File: config.mk
export PLATFORM = sky130hd
export DESIGN_NAME = ctrl_pipe
export DESIGN_NICKNAME = d
export VERILOG_FILES = /design/src/rtl/ctrl_pipe_pkg.sv /design/src/rtl/pipe_stage_reg.sv /design/src/rtl/ctrl_pipe.sv
export SDC_FILE = /design/constraint.sdc
export NUM_CORES = 1
export LEC_CHECK = 0
export ABC_CLOCK_PERIOD_IN_PS = 1900
export CORE_UTILIZATION = 43
export DETAILED_ROUTE_END_ITERATION = 10
export GPL_TIMING_DRIVEN = 0
export HOLD_SLACK_MARGIN = 0.03
export PLACE_DENSITY = 0.78
export SYNTH_ARGS = -nofsm -noshare
export SYNTH_HDL_FRONTEND = slang
export SYNTH_SLANG_ARGS = --single-unit
export TNS_END_PERCENT = 30
File: constraint.sdc
create_clock -name clk -period 1.9 [get_ports clk]
set_input_delay 0.38 -clock clk [delete_from_list [all_inputs] [get_ports clk]]
set_output_delay 0.38 -clock clk [all_outputs]
set_load 0.01 [all_outputs]
File: src/rtl/ctrl_pipe_pkg.sv
// ctrl_pipe_pkg
// Shared definitions for the control-word pipeline: stage index constants,
// the multi-cycle-op FSM state type and a helper that sizes the
// multi-cycle-op occupancy counter.
// No ports (package).

package ctrl_pipe_pkg;

    localparam int STG_D = 0;
    localparam int STG_E = 1;
    localparam int STG_M = 2;
    localparam int STG_W = 3;

    typedef enum logic {
        MD_IDLE = 1'b0,
        MD_BUSY = 1'b1
    } md_state_t;

    // clog2 that never returns 0, so a counter for MD_LAT=1 still has one bit
    function automatic int cntWidth(input int lat);
        int w;
        w = $clog2(lat);
        return (w < 1) ? 1 : w;
    endfunction

endpackage

File: src/rtl/pipe_stage_reg.sv
// pipe_stage_reg
// One pipeline stage register with synchronous reset, flush, hold and bubble.
// Priority: reset > flush > hold > bubble > load. Flush and bubble both
// write all zeros, so a killed stage reads as valid=0 / ctrl=0.
// Ports:
//   clk       in   clock
//   reset     in   synchronous active-high reset
//   flush_i   in   clear the stage
//   hold_i    in   keep the current contents
//   bubble_i  in   load all zeros
//   d_i       in   W-bit value loaded when nothing else applies
//   q_o       out  W-bit registered stage contents

module pipe_stage_reg #(
    parameter int W = 16
) (
    input  logic         clk,
    input  logic         reset,
    input  logic         flush_i,
    input  logic         hold_i,
    input  logic         bubble_i,
    input  logic [W-1:0] d_i,
    output logic [W-1:0] q_o
);

    logic [W-1:0] q_q;
    logic [W-1:0] q_d;

    // Next-state selection: flush outranks hold so a stalled stage can still
    // be killed, and hold outranks bubble so a held op is never overwritten.
    always_comb begin
        q_d = d_i;
        if (flush_i) begin
            q_d = '0;
        end else if (hold_i) begin
            q_d = q_q;
        end else if (bubble_i) begin
            q_d = '0;
        end
    end

    // Stage register with synchronous reset
    always_ff @(posedge clk) begin
        if (reset) begin
            q_q <= '0;
        end else begin
            q_q <= q_d;
        end
    end

    assign q_o = q_q;

endmodule

File: src/rtl/ctrl_pipe.sv
// ctrl_pipe
// Control-word pipeline carrying decoded control bundles from D through
// NSTAGE-1 registered stages (E, M, W, ...), with per-stage valid bits,
// load-use bubble insertion, E flush and a multi-cycle-op FSM that holds E
// for MD_LAT cycles while stalling upstream.
// Optional build macro CTRL_PIPE_PERF_EN adds saturating stall/bubble counters.
// Ports:
//   clk         in   clock
//   reset       in   synchronous active-high reset
//   ctrlD       in   CW-bit decoded control word in D
//   validD      in   D holds a real instruction
//   mdopD       in   D instruction is a multi-cycle op
//   hz_stall    in   load-use stall (hold D, bubble E)
//   flushE      in   kill E contents
//   ctrl_o      out  stage k control word at [(k-1)*CW +: CW]
//   valid_o     out  stage k valid at bit k-1
//   stallD      out  hold fetch/decode registers
//   md_busy     out  multi-cycle FSM in BUSY
//   stall_cnt   out  (CTRL_PIPE_PERF_EN) cycles with stallD=1, saturating
//   bubble_cnt  out  (CTRL_PIPE_PERF_EN) cycles writing a bubble into E or M

module ctrl_pipe
    import ctrl_pipe_pkg::*;
#(
    parameter int            CW        = 15,
    parameter int            NSTAGE    = 4,
    parameter int            MD_LAT    = 4,
    parameter logic [CW-1:0] LATE_MASK = {CW{1'b1}}
) (
    input  logic                     clk,
    input  logic                     reset,
    input  logic [CW-1:0]            ctrlD,
    input  logic                     validD,
    input  logic                     mdopD,
    input  logic                     hz_stall,
    input  logic                     flushE,
    output logic [(NSTAGE-1)*CW-1:0] ctrl_o,
    output logic [NSTAGE-2:0]        valid_o,
    output logic                     stallD,
    output logic                     md_busy
`ifdef CTRL_PIPE_PERF_EN
    ,
    output logic [31:0]              stall_cnt,
    output logic [31:0]              bubble_cnt
`endif
);

    localparam int            CNT_W    = cntWidth(MD_LAT);
    localparam logic          MD_MULTI = 1'(MD_LAT > 1);
    localparam logic [CNT_W-1:0] CNT_LOAD = CNT_W'((MD_LAT > 1) ? (MD_LAT - 2) : 0);

    logic [CW+1:0] stageEQ;
    logic [CW:0]   laterQ [STG_M:NSTAGE-1];
    logic          validE;
    logic          mdopE;
    logic          mdStall;

    md_state_t        stateQ, stateD;
    logic [CNT_W-1:0] cntQ, cntD;

    assign validE = stageEQ[CW+1];
    assign mdopE  = stageEQ[CW];

    // Stage chain. E carries {valid, mdop, ctrl}; M onward only needs
    // {valid, ctrl}. M takes a bubble while E is held so the held op is not
    // duplicated downstream, and applies LATE_MASK to drop early-only bits.
    for (genvar k = STG_D + 1; k < NSTAGE; k++) begin : g_stage
        if (k == STG_E) begin : g_e
            pipe_stage_reg #(.W(CW + 2)) u_reg (
                .clk      (clk),
                .reset    (reset),
                .flush_i  (flushE),
                .hold_i   (mdStall),
                .bubble_i (hz_stall),
                .d_i      ({validD, mdopD, ctrlD}),
                .q_o      (stageEQ)
            );
            assign valid_o[k-1]           = stageEQ[CW+1];
            assign ctrl_o[(k-1)*CW +: CW] = stageEQ[CW-1:0];
        end else if (k == STG_M) begin : g_m
            pipe_stage_reg #(.W(CW + 1)) u_reg (
                .clk      (clk),
                .reset    (reset),
                .flush_i  (1'b0),
                .hold_i   (1'b0),
                .bubble_i (mdStall),
                .d_i      ({stageEQ[CW+1], stageEQ[CW-1:0] & LATE_MASK}),
                .q_o      (laterQ[k])
            );
            assign valid_o[k-1]           = laterQ[k][CW];
            assign ctrl_o[(k-1)*CW +: CW] = laterQ[k][CW-1:0];
        end else if (k >= STG_W) begin : g_late
            pipe_stage_reg #(.W(CW + 1)) u_reg (
                .clk      (clk),
                .reset    (reset),
                .flush_i  (1'b0),
                .hold_i   (1'b0),
                .bubble_i (1'b0),
                .d_i      (laterQ[k-1]),
                .q_o      (laterQ[k])
            );
            assign valid_o[k-1]           = laterQ[k][CW];
            assign ctrl_o[(k-1)*CW +: CW] = laterQ[k][CW-1:0];
        end
    end

    // Multi-cycle-op FSM next state and stall. The IDLE cycle in which an
    // mdop sits in E already counts as the first stall cycle, so BUSY only
    // needs MD_LAT-2 more stall cycles plus one release cycle with cnt==0.
    // A flush aborts the op and returns to IDLE at the same edge as E clears.
    always_comb begin
        stateD  = stateQ;
        cntD    = cntQ;
        mdStall = 1'b0;
        case (stateQ)
            MD_IDLE: begin
                if (validE && mdopE && MD_MULTI) begin
                    mdStall = 1'b1;
                    if (!flushE) begin
                        stateD = MD_BUSY;
                        cntD   = CNT_LOAD;
                    end
                end
            end
            MD_BUSY: begin
                mdStall = (cntQ != '0);
                if (flushE) begin
                    stateD = MD_IDLE;
                    cntD   = '0;
                end else if (cntQ != '0) begin
                    cntD = cntQ - 1'b1;
                end else begin
                    stateD = MD_IDLE;
                end
            end
            default: begin
                stateD = MD_IDLE;
                cntD   = '0;
            end
        endcase
    end

    // FSM state and occupancy counter registers
    always_ff @(posedge clk) begin
        if (reset) begin
            stateQ <= MD_IDLE;
            cntQ   <= '0;
        end else begin
            stateQ <= stateD;
            cntQ   <= cntD;
        end
    end

    assign stallD  = hz_stall | mdStall;
    assign md_busy = (stateQ == MD_BUSY);

`ifdef CTRL_PIPE_PERF_EN
    logic [31:0] stallCntQ, stallCntD;
    logic [31:0] bubbleCntQ, bubbleCntD;
    logic        bubbleWrite;

    // A bubble lands in E on an unheld, unflushed load-use stall, and in M
    // on every md stall cycle; the two cases never coincide.
    assign bubbleWrite = (!flushE && !mdStall && hz_stall) || mdStall;

    // Saturating counter increments
    always_comb begin
        stallCntD  = stallCntQ;
        bubbleCntD = bubbleCntQ;
        if (stallD && (stallCntQ != '1)) begin
            stallCntD = stallCntQ + 32'd1;
        end
        if (bubbleWrite && (bubbleCntQ != '1)) begin
            bubbleCntD = bubbleCntQ + 32'd1;
        end
    end

    // Performance counter registers
    always_ff @(posedge clk) begin
        if (reset) begin
            stallCntQ  <= '0;
            bubbleCntQ <= '0;
        end else begin
            stallCntQ  <= stallCntD;
            bubbleCntQ <= bubbleCntD;
        end
    end

    assign stall_cnt  = stallCntQ;
    assign bubble_cnt = bubbleCntQ;
`else
    // Performance counters are not built in this configuration.
`endif

endmodule
==> impl_results.md <==
- Cells after synthesis: 188
- Vias: 1,528
- Max Slew Vio Count: 0
- RSZ-0062 raised after global routing: no
- Total Wirelength: between 4000 and 5000 µm
- GRT Util Overall: a little under a fifth
- Worst relative slew slack: around 67%
- Die width: 68.1 µm
- Worst min-delay path class: flop to flop
- CTS H-tree depth: 2
- R2R Setup Slk: about 0.43 ns
- Worst Slack Setup Final: 0.103 ns
- Worst Tran Pin Value: 0.502 ns
- Ratio of cells with drive above 1 in the final layout: between 10% and 20%
- Synth area leader: dfxtp_1
- Largest net degree at the start of global routing: 19
- Ys async rst share: 0%
- Worst reg2reg path depth: 7
- Outcome: finished clean
- Leakage: around 1.1 nW
- Final HPWL DP: about 3000 µm
- Final #Nets: 290
- Crit path max fanout: 4
- Worst Path Arrival: 1.42 ns
- Clk root buf: clkbuf_8
- Top FF cell, synth: dfxtp_1
- Met3 usage: 4.67%
- CTS Sinks: 52
- Maximum vdd drop: roughly 0.4 mV
- Worst EP required: 1.52 ns
- Crit Path Category: flop to output pin
- Vias per cell: 4.79
- Sw Share: 21.7%
- Iter 0 DRT Violations: between 60 and 70
- CTS tree: done
- Syn Std Cell Area: approximately 0.0019 mm²
- Int Pwr: 1.50 mW
- Critical Path Source: cntQ[0]
- Vias in the first global route: 1,383
- Clock share of power: 33.4%
- Area Growth Syn to Fin: 48.1%
- CP startpoint kind: flop
- First-pass DRT Iterations: 4
- Skew final: 0.00715 ns
- Num CTS Buffers: 5
- Reg clk slew, reported paths: 0.09 ns
- Total Die Area: 0.00463 mm²
- Max-cap viol count: 0
- Yosys reg bits: 52
- Site row count: 23
- Non-Filler Instances: about 320
- Hold Path Origin: g_stage[2].g_m.u_reg.q_o[0]
- Final ANT Viol Nets: 0
- Endpoint class of the critical path: output pin
- PwrDens: slightly below 700 mW/mm²
- Fin Setup TNS: 0 ns
- Initial antenna violation count: 0
- Sw Pwr: 0.418 mW
- Clk Latency, worst-skew pair: 0.30 ns
- Yosys warning count: 0
- Fillcell total: 343
- First-pass GRT wire length: about 6300 µm
- I/O Buffers: 70
- Core area: 0.00409 mm²
- Unique masters post-synth: 28
- Synth Net Count: 210
- M1 GR Usage: between 20% and 30%
- Average wire per standard cell: around 13 µm
- Post-synth EDFFs: 0
- Sequential area share after synthesis: 55.5%
- Setup violations, final: 0
- Die H: 68.1 µm
- R2r startpoint: cntQ[0]
- Comb pwr share: 8.5%
- Final Hold Fails: 0
- DRC Markers: 0
- Starting Density: 45.9%
- Final min period: 1.80 ns
- Ports: 71
- Fin crit share: 94.6%
- Routing usage on met2: between 30% and 40%
- Dpl ws: -0.495 ns
- Synth top area cells: dfxtp_1, buf_4, nor2b_1
- Final Wtd Congestion: roughly 0.81
- Critical path capture point: stallD
- Worst R2R End: g_stage[2].g_m.u_reg.q_o[15]
- Hold path depth: 1
- F_max: 556 MHz
- Inst Count DP: 308
- GR peak layer: met2
- Antenna cells: 0
- Tot Pwr: 1.92 mW
- CTS Buffer Depth: 2
- Synth top area share: 55.5%
- Mapped Avg Cell Area: between 9 and 10 µm²
- Total gr overflow: 0
- Reg power frac: 58.1%
## cell usage after synthesis (2+ instances only)
master	number
nand4_1	15
buf_2	4
buf_6	2
clkbuf_1	6
nand3b_1	4
nor2b_1	17
dfxtp_1	52
nand3_1	3
o21ai_0	16
and2_1	16
inv_1	2
buf_4	16
and2b_1	2
a21oi_1	19
## layout by cell type (no fill, tap or decap), drive strengths merged
| master | synthesis | routed |
|---|---|---|
| a21oi | 19 | 19 |
| and2b | 2 | 2 |
| nand3 | 3 | 3 |
| clkbuf | 7 | 14 |
| inv | 2 | 2 |
| or2 | 1 | 1 |
| nand2 | 1 | 1 |
| nor3 | 1 | 1 |
| buf | 22 | 26 |
| mux2i | 1 | 1 |
| clkinv | 1 | 1 |
| nor2b | 17 | 17 |
| a22o | 1 | 1 |
| ha | 1 | 1 |
| nor2 | 1 | 1 |
| o21ai | 17 | 17 |
| dfxtp | 52 | 52 |
| nand3b | 4 | 4 |
| and3b | 1 | 1 |
| clkinvlp | 0 | 1 |
| nor3b | 1 | 1 |
| nand4 | 15 | 15 |
| or2b | 1 | 1 |
| xnor2 | 1 | 1 |
| clkdlybuf4s50 | 0 | 69 |
| and2 | 16 | 16 |
## per-stage QoR
| step | hold WS, ns | utilization, % | cell area, µm² |
|---|---|---|---|
| finish | 0.465 | 68.0 | 2780 |
| global route | 0.485 | 68.0 | 2780 |
| CTS | 0.468 | 68.2 | 2790 |
| detailed placement | 0.453 | 64.6 | 2640 |
| global placement | 0.446 | 64.6 | 2640 |
| floorplan | 0.447 | - | 1880 |
## how the worst min path moves through the flow
stage | end | slack (ns)
6_report | g_stage[3].g_late.u_reg.q_o[0] | 0.47
5_1_grt | g_stage[3].g_late.u_reg.q_o[6] | 0.49
4_1_cts | g_stage[3].g_late.u_reg.q_o[5] | 0.47
3_5_place_dp | g_stage[3].g_late.u_reg.q_o[5] | 0.45
3_3_place_gp | g_stage[3].g_late.u_reg.q_o[7] | 0.45
2_1_floorplan | g_stage[2].g_m.u_reg.q_o[10] | 0.45
## area by class of cell
| cell class | count | area, µm² | area share [%] |
|---|---|---|---|
| repair buffers | 74 | 726 | 26.1 |
| plain buffers | 28 | 195 | 7.02 |
| clock inverters | 1 | 7.51 | 0.270 |
| multi-input cells | 104 | 647 | 23.3 |
| flip-flops and latches | 52 | 1040 | 37.5 |
| inverters | 3 | 12.5 | 0.450 |
| clock buffers | 7 | 86.3 | 3.11 |
| well taps | 50 | 62.6 | 2.25 |
## worst max-delay path: stages (launching register included)
cell and delay (ns):
dfxtp_2 0.33, inv_1 0.07, ha_4 0.18, or2b_1 0.23, buf_6 0.12, nand3_1 0.07, buf_2 0.13
## cell families after synthesis
kind of cell             count (synthesis)  synth area share (%)
adder cells (fa/ha/maj)                  1                 0.667
AO/OA/AOI/OAI                           37                  10.1
multiplexers                             1                 0.533
flip-flops                              52                  55.5
buffers and inverters                   32                  10.7
AND/OR/NAND/NOR                         64                  22.1
XOR/XNOR                                 1                 0.467
## routing by layer
| layer | vias up | part of all wire, % |
|---|---|---|
| met5 | - | 0 |
| met4 | 0 | 3.1 |
| met3 | 9 | 5.0 |
| met2 | 52 | 51 |
| met1 | 689 | 40 |
| li1 | 778 | - |
## registers in the layout, indices dropped and copies added (netlist names)
register	flops
cntQ	2
md_busy	1
g_stage.g_m.u_reg.q_o	16
g_stage.g_late.u_reg.q_o	16
g_stage.g_e.u_reg.q_o	17
## power groups by stage
| stage | Sequential, mW | Clock, mW | Combinational (mW) |
|---|---|---|---|
| floorplan | 1.15 | 0 | 0.0622 |
| finish | 1.12 | 0.641 | 0.163 |
| CTS | 1.12 | 0.655 | 0.165 |
| global placement | 1.14 | 0 | 0.159 |
| detailed placement | 1.14 | 0 | 0.162 |
| global route | 1.12 | 0.692 | 0.177 |
## timing repair
action                                 4_1_cts  5_1_grt
buffers inserted                             4        0
setup endpoints to repair                    1        1
hold buffers                                 0        0
endpoints found under the hold margin        0        0
resized for setup                           11        2
(Power assumes the default switching activity.)
==> RTL edit 1 (same settings) <==
The option `CTRL_PIPE_PERF_EN` is turned on by a define.
--- a/src/rtl/ctrl_pipe.sv
+++ b/src/rtl/ctrl_pipe.sv
@@ -18,6 +18,8 @@
 //   md_busy     out  multi-cycle FSM in BUSY
 //   stall_cnt   out  (CTRL_PIPE_PERF_EN) cycles with stallD=1, saturating
 //   bubble_cnt  out  (CTRL_PIPE_PERF_EN) cycles writing a bubble into E or M
+
+`define CTRL_PIPE_PERF_EN
 
 module ctrl_pipe
     import ctrl_pipe_pkg::*;
Behaviour (old outputs only; new: bubble_cnt and stall_cnt): unchanged (equiv_simple and equiv_induct, registers matched by name and starting in step).
==> RTL edit 1 against the original RTL <==
  * The run now ends with setup timing left
  * Sequential cell count grew 64
  * Global-route usage grew 6.7 points
  * Clock power grew to 4.4 times the old value
  * Worst setup slack lost 0.28 ns
  * Sequential power grew 120%
  * Sequential share of layout area shrank 8.0 points
  * Cell area grew to 3.0 times the old value
  * Register-to-register slack lost 0.61 ns
  * Combinational power grew 71%
  * Highest routed layer unchanged
  * Power grew to 2.9 times the old value
  * Area after synthesis grew to 2.7 times the old value
  * Cell count grew to 2.9 times the old value
  * Via count grew to 3.5 times the old value
  * Routed wire length grew to 4.0 times the old value
==> RTL edit 1: results <==
[worst_setup_path]
cp_max_fo = 7
critPathKind = "reg -> reg"
r2r_start = "bubble_cnt[30]"
slowest_delay_ns = 0.55
critical-path-slowest-cell = "or4_4"
timing.rr.end = "bubble_cnt[2]"

[pwr]
p_sw_share_pct = 21.8
comb_cell_power_w = 0.000279
p_switching_w = 0.00121
seqPwrFrac_pct = 44.1
vdd_drop_max_mv = 0.694

[grt]
grt.met1_usage_pct = 30.7
groute.usage.overall_pct = 25.6
grt_pass1_vias = 5189
grt_pass1_wl_mm = 25.3

[logic_synthesis]
syn_nets = 576
synthMuxAreaShare_pct = 1.55
synth_xor_area_share_pct = 3.44
synthAdderAreaFrac_pct = 0.737
yosys-top-cells-count = "116 x dfxtp_1, 38 x a21oi_1, 33 x nor2_1, 26 x nand2_1"
synth_cell_types = 55
ys_seq_area_share_pct = 45.6
synth_area_leaders = "dfxtp_1 46%, a21oi_1 3.7%, nor2b_1 2.9%"

[clock_tree]
cts_made_buffers = 17
cts-root-buf = "clkbuf_16"
clk_pin_slew_worst_paths_ns = 0.05

[sta]
final.setup_skew_ns = 0.00827
finalSetupTns_ns = -2.94
setup_viol_count_final = 36
timing.final.ws_setup_ns = -0.182

[finish]
nNetsFinal = 789
seq_area_mm2 = 0.00245
fin_cells = 921

[routing]
drt-initial-drc-count = 356
wl_met1_mm = 6.67
wl_met2_mm = 8.11
drt_wl_total_mm = 16.5
drt-vias-per-instance = 5.73
wl_met3_mm = 1.29

[status]
violations = "setup timing"
status = "complete, but fails checks"

[place]
dpl-instance-area_mm2 = 0.00673
place_ws_ns = -0.868
==> RTL edit 1: what timing repair did <==
item | CTS | global route
pin swaps | 31 | 34
setup endpoints to repair | 82 | 83
cloned | 1 | 0
gates resized for setup | 89 | 93
hold endpoints to repair | 0 | 0
setup buffers | 39 | 26
==> RTL edit 1: layout make-up <==
| type | count | area share [%] |
|---|---|---|
| multi-input cells | 382 | 35.8 |
| flip-flops and latches | 116 | 29.5 |
| repair buffers | 196 | 22.1 |
| clock buffers | 26 | 6.00 |
| plain buffers | 43 | 3.67 |
| well taps | 143 | 2.15 |
| inverters | 9 | 0.436 |
| clock inverters | 5 | 0.301 |
| diodes | 1 | 0.0301 |
==> RTL edit 1: critical path, delay by kind of cell, from the launching register on <==
family,cells,cell delay (ns)
and+or+nand+nor,3,0.69
DFF,1,0.36
buffers and inverters,2,0.34
AOI/OAI and AO/OA,1,0.30
muxes,1,0.28
==> RTL edit 2 (same flow settings) <==
Made on the original files. Change the parameter `MD_LAT` from 4 to 5.
--- a/src/rtl/ctrl_pipe.sv
+++ b/src/rtl/ctrl_pipe.sv
@@ -24,7 +24,7 @@
 #(
     parameter int            CW        = 15,
     parameter int            NSTAGE    = 4,
-    parameter int            MD_LAT    = 4,
+    parameter int            MD_LAT    = 5,
     parameter logic [CW-1:0] LATE_MASK = {CW{1'b1}}
 ) (
     input  logic                     clk,
Check against the original RTL: not equivalent (a bounded check fails within 10 cycles, from zero or initial values and one cycle with reset high).
==> RTL edit 2 against the original RTL <==
  * Die area up 5.2%
  * Area after synthesis rose by 5.4%
  * Power increased by 8.5%
  * Routed wire length decreased by 4.3%
  * Clock power is 22% higher
  * Sequential cell count grew 1
  * Worst setup slack worse by 0.064 ns
  * Largest cell class unchanged
  * Critical path type unchanged
  * Cell area up 4.8%
==> RTL edit 2: results <==
[logic_synthesis]
synth_area_leaders = "dfxtp_1 54%, nand4b_1 6.6%, buf_4 6.5%"
syn_nets = 215
synthMuxAreaShare_pct = 0
synth_cell_types = 30
ys_seq_area_share_pct = 53.6
synth_compound_area_share_pct = 11.6
synth_xor_area_share_pct = 0
yosys-top-cells-count = "53 x dfxtp_1, 17 x a21oi_1, 17 x buf_4, 16 x o21ai_0, 15 x nand4b_1"
synthAdderAreaFrac_pct = 1.27

[pwr]
vdd_drop_max_mv = 0.385
power_leakage_nw = 1.12
p_sw_share_pct = 20.3

[die]
start_util_pct = 45.1

[finish]
syn2layout_area_growth_pct = 47.2
drive_gt1_share_pct = 20.2
nNetsFinal = 294
nFillCells = 351

[grt]
grt_pass1_vias = 1317
groute.usage.overall_pct = 17.0
grt_max_degree = 17
grt_pass1_wl_mm = 6.51

[clock_tree]
cts_made_buffers = 5

[sta]
slew-limit-headroom_pct = 70.1
final.setup_skew_ns = 0.00672

[worst_setup_path]
cp_max_fo = 2
cp.arrival_ns = 1.48

[routing]
drt-initial-drc-count = 76
wl_met1_mm = 1.78
highest_layer = "met4"
wl_met2_mm = 1.94
drt-vias-per-instance = 4.71
wl_met3_um = 188

[status]
status = "complete, no violations"

[place]
dpl-instance-area_mm2 = 0.00274
gp_congestion = 0.829
[RTL edit 2: cell types whose count changed after synthesis, sizes merged, moves of 3 or more]
cell and change:
nand4 -15, nand4b +15, inv +4, nor2b -4, clkbuf -3, nand2 +3, nand3 -3
[RTL edit 2: cell families (layout without fill, tap and decap cells)]
group,count (synthesis),count (layout)
buffers and inverters,34,114
and+or+nand+nor,62,62
AOI/OAI and AO/OA,41,41
DFF,53,53
adders and majority gates,2,2
[RTL edit 2: critical path, cell delays in order (launching register included)]
cell and delay (ns):
dfxtp_1 0.32, inv_2 0.07, ha_4 0.14, ha_4 0.14
nor2b_4 0.04, or3_1 0.32, buf_2 0.14
[RTL edit 2: cell type report]
| class | instances | share of cell area, % |
|---|---|---|
| buffer | 27 | 6.40 |
| clock buffer | 6 | 2.84 |
| clock inverter | 2 | 1.29 |
| inverter | 6 | 0.773 |
| multi-input combinational | 105 | 25.3 |
| sequential | 53 | 36.5 |
| tap | 52 | 2.23 |
| timing repair buffer | 73 | 24.7 |
[RTL edit 2: metal layers]
| metal | up-vias | GRT usage, % |
|---|---|---|
| li1 | 792 | - |
| met5 | - | 0 |
| met1 | 681 | 21.7 |
| met2 | 46 | 28.3 |
| met3 | 7 | 3.49 |
| met4 | 0 | 6.00 |
[RTL edit 2: per-stage QoR]
stage | cells | setup WS, ns
4_1_cts | 324 | 0.00349
5_1_grt | 324 | -0.0264
6_report | 324 | 0.0389
3_3_place_gp | 314 | -0.289
2_1_floorplan | 192 | 0.264
3_5_place_dp | 314 | -0.284
[RTL edit 2: final timing paths]
path                                      from                         endpoint  slack (ns)  depth (start not counted)
hold reg to reg   g_stage[2].g_m.u_reg.q_o[10]  g_stage[3].g_late.u_reg.q_o[10]        0.47                          1
setup reg to reg                       cntQ[1]      g_stage[1].g_e.u_reg.q_o[8]        0.16                          9
hold / removal    g_stage[2].g_m.u_reg.q_o[10]  g_stage[3].g_late.u_reg.q_o[10]        0.47                          1
setup / recovery                       cntQ[1]                           stallD        0.04                          6
[RTL edit 2: timing repair]
item / 4_1_cts / 5_1_grt
setup endpoints to repair: 1 / 6
pin swaps: 1 / 1
buffers inserted: 3 / 0
resized for setup: 12 / 4
[RTL edit 2: power by group through the flow]
stage | clock [W] | combinational [W] | sequential (W)
floorplan | 0 | 0.0000664 | 0.00117
global placement | 0 | 0.000164 | 0.00117
detailed placement | 0 | 0.000165 | 0.00117
CTS | 0.000793 | 0.000165 | 0.00114
global route | 0.000842 | 0.000178 | 0.00114
finish | 0.000781 | 0.000164 | 0.00114
